## src/rtl/voice_allocator.sv

```systemverilog
// Four-voice note allocator: each note-on is routed to a voice datapath through a
// one-hot load strobe. When every voice is busy, the least-recently-loaded voice
// is stolen; with stealing disabled, the event is dropped instead. Note-offs
// release the matching voice.
module voice_allocator #(
    parameter bit STEAL_EN = 1'b1
) (
    input  logic       clk,
    input  logic       reset,
    input  logic       note_on,
    input  logic       note_off,
    input  logic [3:0] note,
    input  logic [2:0] octave,
    output logic [3:0] voice_ld,
    output logic [3:0] voice_note,
    output logic [2:0] voice_oct,
    output logic [3:0] voice_active,
    output logic       busy,
    output logic [7:0] drop_cnt
);

    localparam int unsigned NV  = 4;
    localparam int unsigned NW  = 4;
    localparam int unsigned OW  = 3;
    localparam int unsigned AW  = 2;
    localparam int unsigned IW  = 2;
    localparam int unsigned DW  = 8;
    localparam int unsigned DSW = DW + 1;

    typedef enum logic [1:0] {
        IDLE    = 2'd0,
        SEARCH  = 2'd1,
        LOAD    = 2'd2,
        RELEASE = 2'd3
    } state_e;

    state_e                  state_q, state_d;
    logic [NW-1:0]           note_cap_q, note_cap_d;
    logic [OW-1:0]           oct_cap_q, oct_cap_d;
    logic                    rel_q, rel_d;
    logic [IW-1:0]           target_q, target_d;
    logic [NV-1:0]           active_q, active_d;
    logic [NV-1:0][AW-1:0]   age_q, age_d;
    logic [NV-1:0][NW-1:0]   key_note_q, key_note_d;
    logic [NV-1:0][OW-1:0]   key_oct_q, key_oct_d;
    logic [NV-1:0]           voice_ld_q, voice_ld_d;
    logic [NW-1:0]           voice_note_q, voice_note_d;
    logic [OW-1:0]           voice_oct_q, voice_oct_d;
    logic [NV-1:0]           voice_active_q, voice_active_d;
    logic                    busy_q, busy_d;
    logic [DW-1:0]           drop_cnt_q, drop_cnt_d;

    logic [NV-1:0]           match_c;
    logic                    hit_c, free_c, old_c;
    logic [IW-1:0]           hit_idx_c, free_idx_c, old_idx_c;
    logic [1:0]              drop_inc;
    logic [DSW-1:0]          drop_sum;
    logic [AW-1:0]           tgt_age;

    // Parallel key match plus lowest-index free voice and oldest voice lookup
    always_comb begin
        match_c    = '0;
        hit_c      = 1'b0;
        free_c     = 1'b0;
        old_c      = 1'b0;
        hit_idx_c  = '0;
        free_idx_c = '0;
        old_idx_c  = '0;
        for (int i = NV - 1; i >= 0; i--) begin
            match_c[i] = active_q[i] && (key_note_q[i] == note_cap_q)
                                     && (key_oct_q[i] == oct_cap_q);
            if (match_c[i]) begin
                hit_c     = 1'b1;
                hit_idx_c = IW'(i);
            end
            if (!active_q[i]) begin
                free_c     = 1'b1;
                free_idx_c = IW'(i);
            end
            if (active_q[i] && (age_q[i] == AW'(NV - 1))) begin
                old_c     = 1'b1;
                old_idx_c = IW'(i);
            end
        end
    end

    // Next-state, voice table update and registered output values
    always_comb begin
        state_d        = state_q;
        note_cap_d     = note_cap_q;
        oct_cap_d      = oct_cap_q;
        rel_d          = rel_q;
        target_d       = target_q;
        active_d       = active_q;
        age_d          = age_q;
        key_note_d     = key_note_q;
        key_oct_d      = key_oct_q;
        voice_ld_d     = '0;
        voice_note_d   = voice_note_q;
        voice_oct_d    = voice_oct_q;
        voice_active_d = active_q;
        drop_inc       = 2'd0;
        tgt_age        = age_q[target_q];

        // Any event seen outside IDLE is discarded
        if ((state_q != IDLE) && (note_on || note_off)) begin
            drop_inc = drop_inc + 2'd1;
        end

        case (state_q)
            IDLE: begin
                if (note_on) begin
                    note_cap_d = note;
                    oct_cap_d  = octave;
                    rel_d      = 1'b0;
                    state_d    = SEARCH;
                    if (note_off) begin
                        drop_inc = drop_inc + 2'd1;
                    end
                end else if (note_off) begin
                    note_cap_d = note;
                    oct_cap_d  = octave;
                    rel_d      = 1'b1;
                    state_d    = SEARCH;
                end
            end
            SEARCH: begin
                if (rel_q) begin
                    target_d = hit_idx_c;
                    state_d  = hit_c ? RELEASE : IDLE;
                end else if (hit_c) begin
                    target_d = hit_idx_c;
                    state_d  = LOAD;
                end else if (free_c) begin
                    target_d = free_idx_c;
                    state_d  = LOAD;
                end else if (STEAL_EN && old_c) begin
                    target_d = old_idx_c;
                    state_d  = LOAD;
                end else begin
                    drop_inc = drop_inc + 2'd1;
                    state_d  = IDLE;
                end
            end
            LOAD: begin
                voice_ld_d[target_q] = 1'b1;
                voice_note_d         = note_cap_q;
                voice_oct_d          = oct_cap_q;
                key_note_d[target_q] = note_cap_q;
                key_oct_d[target_q]  = oct_cap_q;
                // A retrigger only ages voices younger than the retriggered one
                for (int i = 0; i < NV; i++) begin
                    if ((IW'(i) != target_q) && active_q[i] &&
                        (!active_q[target_q] || (age_q[i] < tgt_age))) begin
                        age_d[i] = AW'(age_q[i] + AW'(1));
                    end
                end
                age_d[target_q]    = '0;
                active_d[target_q] = 1'b1;
                state_d            = IDLE;
            end
            RELEASE: begin
                // Close the gap left by the released voice
                for (int i = 0; i < NV; i++) begin
                    if (active_q[i] && (age_q[i] > tgt_age)) begin
                        age_d[i] = AW'(age_q[i] - AW'(1));
                    end
                end
                age_d[target_q]    = '0;
                active_d[target_q] = 1'b0;
                state_d            = IDLE;
            end
            default: state_d = IDLE;
        endcase

        busy_d     = (state_d != IDLE);
        drop_sum   = {1'b0, drop_cnt_q} + DSW'(drop_inc);
        drop_cnt_d = drop_sum[DW] ? '1 : drop_sum[DW-1:0];
    end

    // State, voice table and output registers with synchronous active-low reset
    always_ff @(posedge clk) begin
        if (!reset) begin
            state_q        <= IDLE;
            note_cap_q     <= '0;
            oct_cap_q      <= '0;
            rel_q          <= 1'b0;
            target_q       <= '0;
            active_q       <= '0;
            age_q          <= '0;
            key_note_q     <= '0;
            key_oct_q      <= '0;
            voice_ld_q     <= '0;
            voice_note_q   <= '0;
            voice_oct_q    <= '0;
            voice_active_q <= '0;
            busy_q         <= 1'b0;
            drop_cnt_q     <= '0;
        end else begin
            state_q        <= state_d;
            note_cap_q     <= note_cap_d;
            oct_cap_q      <= oct_cap_d;
            rel_q          <= rel_d;
            target_q       <= target_d;
            active_q       <= active_d;
            age_q          <= age_d;
            key_note_q     <= key_note_d;
            key_oct_q      <= key_oct_d;
            voice_ld_q     <= voice_ld_d;
            voice_note_q   <= voice_note_d;
            voice_oct_q    <= voice_oct_d;
            voice_active_q <= voice_active_d;
            busy_q         <= busy_d;
            drop_cnt_q     <= drop_cnt_d;
        end
    end

    assign voice_ld     = voice_ld_q;
    assign voice_note   = voice_note_q;
    assign voice_oct    = voice_oct_q;
    assign voice_active = voice_active_q;
    assign busy         = busy_q;
    assign drop_cnt     = drop_cnt_q;

endmodule

```

## config.mk

```make
export PLATFORM = sky130hd
export DESIGN_NAME = voice_allocator
export DESIGN_NICKNAME = d
export VERILOG_FILES = /design/src/rtl/voice_allocator.sv
export SDC_FILE = /design/constraint.sdc
export NUM_CORES = 1
export LEC_CHECK = 0
export ABC_AREA = 1
export CAP_MARGIN = 0
export CORE_ASPECT_RATIO = 1.1
export CORE_MARGIN = 2
export CORE_UTILIZATION = 45
export CTS_BUF_LIST = sky130_fd_sc_hd__clkbuf_8
export DETAILED_ROUTE_END_ITERATION = 10
export GPL_ROUTABILITY_DRIVEN = 1
export SLEW_MARGIN = 25
export SYNTH_ARGS = -nofsm -noshare
export SYNTH_HDL_FRONTEND = slang
export SYNTH_SLANG_ARGS = --single-unit
```

## constraint.sdc

```tcl
create_clock -name clk -period 8.8 [get_ports clk]
set_clock_uncertainty 0.1 [all_clocks]
set_input_delay 1.76 -clock clk [delete_from_list [all_inputs] [get_ports clk]]
set_output_delay 1.76 -clock clk [all_outputs]
set_load 0.01 [all_outputs]
```

==> results of run 1 <==
-- metal layers --
layer  up-vias  track usage  share of wire
met1      1694        0.264           0.45
met4         0       0.0994          0.025
li1       1963            -              -
met2        84        0.342           0.48
met5         -            0              0
met3        23       0.0420          0.044
-- state kept, by name, indices dropped and copies added (netlist names), 4 cells and up, named ones only --
name          cells
note_cap_q        4
voice_active      4
voice_ld          4
drop_cnt          8
key_note_q       16
key_oct_q        12
voice_note        4
age_q             8
-- power by group --
group          internal (mW)  switching [mW]
clock                  0.165           0.130
combinational         0.0418          0.0717
sequential             0.357          0.0157
-- cell usage in the layout (no fill, tap or decap), types with 2 or more instances in the layout --
cell type          n
a21oi_1           64
a31oi_1            3
bufinv_16          2
clkbuf_8          10
clkdlybuf4s50_1   34
dfxtp_1           76
ha_1              16
inv_1             68
inv_2             13
nand2_1          140
nand2_2            3
nand3_1           15
nand3_2           10
nand4_1            7
nor2_1            54
nor2_2             9
nor2_4             5
nor3_1             2
o21ai_0           50
o21ai_1           11
o21bai_1           4
o22ai_1            3
xnor2_1            3
-- cell families after synthesis --
family                     count (synthesis)  share of synthesized area
AOI/OAI and AO/OA                        144                      0.189
DFF                                       76                      0.368
xor gates and xnor gates                   4                    0.00849
and+or+nand+nor                          249                      0.274
buffers and inverters                    104                      0.107
adders and majority gates                 17                     0.0533
-- final cells by class --
class                      count  area [µm²]
fill                         857        4180
clock inverter                 6        80.1
tap                          114         143
sequential                    76        1520
timing repair buffer          35         348
clock buffer                  10         138
inverter                      80         303
multi-input combinational    414        2160
-- worst max-delay path, stage by stage --
cell	delay [ns]
clkdlybuf4s50_1	0.45
nor2_1	0.16
nor2_1	0.10
ha_1	0.30
inv_1	0.03
nor2_1	0.09
nand3_1	0.08
nor2_1	0.11
nor2_1	0.05
a21oi_1	0.14
ha_1	0.19
inv_1	0.06
fa_1	0.38
nor2_1	0.16
inv_1	0.10
nor3b_2	0.21
nand2_1	0.07
nor2_1	0.20
inv_1	0.10
o21ai_0	0.08
o21ai_1	0.07
inv_1	0.07
-- per-stage QoR --
| stage | cell area (µm²) | hold slack [ns] |
|---|---|---|
| 6_report | 4700 | 0.364 |
| 4_1_cts | 4700 | 0.367 |
| 5_1_grt | 4700 | 0.379 |
| 2_1_floorplan | 4130 | 0.371 |
| 3_3_place_gp | 4480 | 0.353 |
| 3_5_place_dp | 4480 | 0.355 |
-- path summary, 6_finish.rpt --
check           startpoint             to  slack [ns]  cells past startpoint
max               note_off    drop_cnt[5]        4.04                     22
min          voice_note[1]  voice_note[1]        0.36                      2
max reg2reg           flop    drop_cnt[5]        5.17                     22
min reg2reg  voice_note[1]  voice_note[1]        0.36                      2
==> results.cfg, run 1 <==
[outcome]
status = finished clean

[drt]
drt_iter0_drc = 161
routed_wl_um = 9680
first_pass_iters = 6
route.detailed.drc = 0
vias = 3764
viasPerCell = 5.12
wl_per_cell_um = 13.2
postRouteAntennaNets = 0

[logic_synthesis]
yosysWarnings = 0
synthCells = 594
synth_edf_count = 0
synthesis.area_um2 = 4130
async_flop_share = 0
ys_seq_elements = 76
ys_seq_area_frac = 0.368
synth.most_common_cell = nand2_1
synth_area_leaders = dfxtp_1, nand2_1, a21oi_1
synth_largest_area_cell = dfxtp_1
synth_top_area_frac = 0.368
synth.distinct_cells = 41
avgSynthCellArea_um2 = 6.95
syn_nets = 622
ys.flop_type = dfxtp_1
synthTopCellsByCount = nand2_1, dfxtp_1, inv_1

[timing]
drv_slew = 0
hold_violations = 0
min_period_over_period = 0.540
rsz0062_at_grt = no
max-slew-margin-rel = 0.463
worstMarginPinSlew_ns = 0.804
period_minus_slack_ns = 4.76
setup_viol = 0
max_freq_mhz = 210
final.setup.tns_ns = 0
setup_slack_ns = 4.04

[placed_design]
dp.cells = 719
place_hpwl_um = 6960
portBuffers = 34
pre_cts_ws_ns = 3.71
gp_congestion = 0.891

[clock_network]
clk_latency_ns = 0.36
root_buffer = clkbuf_8
cts_resized = 0
clockBufferDepth = 2
cts-htree-levels = 3
clkSinkCount = 76
postCtsSetupBuffers = 0
numCtsBuffers = 9
ctsHoldBuffers = 0
path_clk_slew_ns = 0.08
cts_tree = done

[floorplan]
die_h_um = 104
placementRows = 36
io_pins = 35
die_area_um2 = 9960
die_width_um = 95.3
initial_core_util = 0.465
core_area_um2 = 8870

[hold_path]
hold_class = flop to flop

[critical_path]
cp-end-kind = flop
timing_worst_setup_path_type = primary input to flop
worstPathMaxFanout = 4
critical_path_arrival_ns = 4.96
cp-start-kind = primary input
worst-endpoint-required_ns = 9.01

[layout]
syn2layout_area_growth_pct = 13.8
antennaDiodeCount = 0
final_nets = 644
fin_cells = 735
drive_gt1_frac = 0.0998
fin_util = 0.529

[run]
drv_cap = 0

[power]
leakage_nw = 1.97
peakVddDrop_v = 0.000104
power_density_nw_per_um2 = 166
fin_total_pwr_mw = 0.782

[global_routing]
grt_max_degree = 56
gr-total-overflow = 0
grt_pass1_wl_um = 16500
grt_pass1_vias = 3543
grt_usage = 0.211
antenna_found_initial = 0
Note: power is estimated with default switching activity, not from simulation.
==> run 2, diff against run 1 <==
Clock period 8.8 ns to 4.8 ns, I/O delays scaled along.
==> run 2 against run 1 <==
  * Power is 85% higher
  * Cell area is 0.27% higher
  * Highest routed layer unchanged
  * First-iteration DRC count decreased by 9.9%
  * Setup slack got worse by 3.1 ns
==> results.cfg, run 2 (synthesized netlist as in run 1, its figures left out) <==
[outcome]
status = finished clean

[layout]
final_nets = 645
syn2layout_area_growth_pct = 14.1
largest_register_ffs = 16
layout_common_cells = nand2_1, dfxtp_1, inv_1, a21oi_1, nor2_1
final_common_cell = nand2_1
drive_gt1_frac = 0.105
antennaDiodeCount = 0
top_register = key_note_q
n_fill_cell = 870
reg_top3 = key_note_q: 16 flops, key_oct_q: 12 flops

[clock_network]
clockBufferDepth = 2
cts_resized = 0
clk_latency_ns = 0.35
root_buffer = clkbuf_8
cts_tree = done
ctsHoldBuffers = 0
cts-htree-levels = 3
postCtsSetupBuffers = 0
path_clk_slew_ns = 0.09
numCtsBuffers = 9
clkSinkCount = 76

[critical_path]
crit_cells = 22
critPathTopFamily = simple AND/OR/NAND/NOR gates
cp-end-kind = flop
critical-path-max-stage-delay_ns = 0.45
cp-start-kind = primary input
worst-endpoint-required_ns = 5.00
critPathBufInv = 6
crit_top_cell = nor2_1
path_cells = clkdlybuf4s50_1 -> nor2_1 -> nor2_1 -> ha_1 -> inv_1 -> nor2_1 -> nand3_1 -> nor2_1 -> nor2_1 -> a21oi_1 -> ha_1 -> inv_1 -> fa_1 -> nor2_1 -> inv_1 -> nor3b_2 -> nand2_1 -> nor2_1 -> inv_1 -> o21ai_0 -> o21ai_1 -> inv_1
worstPathMaxFanout = 4
cp_slowest_cell = clkdlybuf4s50_1
r2r_setup_slack_ns = 1.30
r2r_cells = 23
timing_worst_setup_path_type = primary input to flop
critical_path_arrival_ns = 4.10

[timing]
min_period_over_period = 0.811
drv_slew = 0
rsz0062_at_grt = no
final.setup.tns_ns = 0
period_minus_slack_ns = 3.89
max-slew-margin-rel = 0.491
setup_viol = 0
worstMarginPinSlew_ns = 0.762
hold_violations = 0
max_freq_mhz = 257
timing.hold.ws_ns = 0.370

[global_routing]
grt_max_degree = 56
grt_usage = 0.206
gr-total-overflow = 0
grt_pass1_wl_um = 16300
grt_pass1_vias = 3571
antenna_found_initial = 0

[drt]
routed_wl_um = 9650
route.detailed.drc = 0
first_pass_iters = 4
vias = 3749
wl_per_cell_um = 13.1
viasPerCell = 5.09
drt_iter0_drc = 145
postRouteAntennaNets = 0

[floorplan]
die_h_um = 104
initial_core_util = 0.465
io_pins = 35
placementRows = 36
core_area_um2 = 8870
die_width_um = 95.3
die_area_um2 = 9960

[placed_design]
place_hpwl_um = 7050
gp_congestion = 0.932
portBuffers = 34

[run]
drv_cap = 0

[power]
power_density_nw_per_um2 = 307
leakage_nw = 1.97
peakVddDrop_v = 0.000158

[hold_path]
whs_path_depth = 2
hold_class = flop to flop
-- run 2: changes by cell type in the layout (fill, tap and decap cells not counted), sizes merged --
| cell | previous run | this run |
|---|---|---|
| buf | 1 | 2 |
| inv | 82 | 81 |
| clkbuf | 10 | 9 |
| clkinv | 1 | 3 |
-- run 2: worst reg2reg max path, stage by stage, from the launching register on --
cell     delay, ns
dfxtp_1       0.44
ha_1          0.24
nand2_1       0.06
nand2_1       0.15
nor2_1        0.07
ha_1          0.27
inv_1         0.04
nor2_1        0.09
nand3_1       0.07
nor2_1        0.09
nor2_1        0.04
a21oi_1       0.13
ha_1          0.18
inv_1         0.05
fa_1          0.38
nor2_1        0.15
inv_1         0.09
nor3b_2       0.21
nand2_1       0.07
nor2_1        0.19
inv_1         0.11
o21ai_0       0.09
o21ai_1       0.07
inv_1         0.07
-- run 2: path summary, 6_finish.rpt --
check	startpoint	to
worst max-delay path	note_off	drop_cnt[5]
worst min-delay path	voice_note[2]	voice_note[2]
worst max register to register	age_q[7]	drop_cnt[5]
worst min register to register	voice_note[2]	voice_note[2]
-- run 2: final cells by class --
cell class / count / area (µm²) / area share
Multi-Input combinational cell: 414 / 2160 / 0.460
Sequential cell: 76 / 1520 / 0.323
Timing Repair Buffer: 36 / 355 / 0.0755
Inverter: 80 / 303 / 0.0643
Tap cell: 114 / 143 / 0.0303
Clock buffer: 9 / 124 / 0.0263
Clock inverter: 7 / 98.8 / 0.0210
-- run 2: stage by stage --
step / total power, mW / setup slack [ns] / instances / cell area, µm² / util
2_1_floorplan: 0.847 / 1.33 / 594 / 4130 / -
3_3_place_gp: 0.907 / 0.627 / 720 / 4490 / 0.506
3_5_place_dp: 0.910 / 0.535 / 720 / 4490 / 0.506
4_1_cts: 1.46 / 0.913 / 736 / 4710 / 0.531
5_1_grt: 1.51 / 0.469 / 736 / 4710 / 0.531
6_report: 1.44 / 0.906 / 736 / 4710 / 0.531
-- run 2: routing by layer --
layer  GRT usage  part of all wire  wire length, µm
met4      0.0901             0.024              229
met3      0.0355             0.028              266
met2       0.349              0.49             4690
met1       0.252              0.46             4460
met5           0                 0                0
-- run 2: report_power, final --
part	internal [mW]	leakage, nW	switching (mW)	total (mW)
Combinational	0.0772	1.24	0.132	0.210
Clock	0.295	0.110	0.255	0.551
Sequential	0.655	0.617	0.0286	0.684
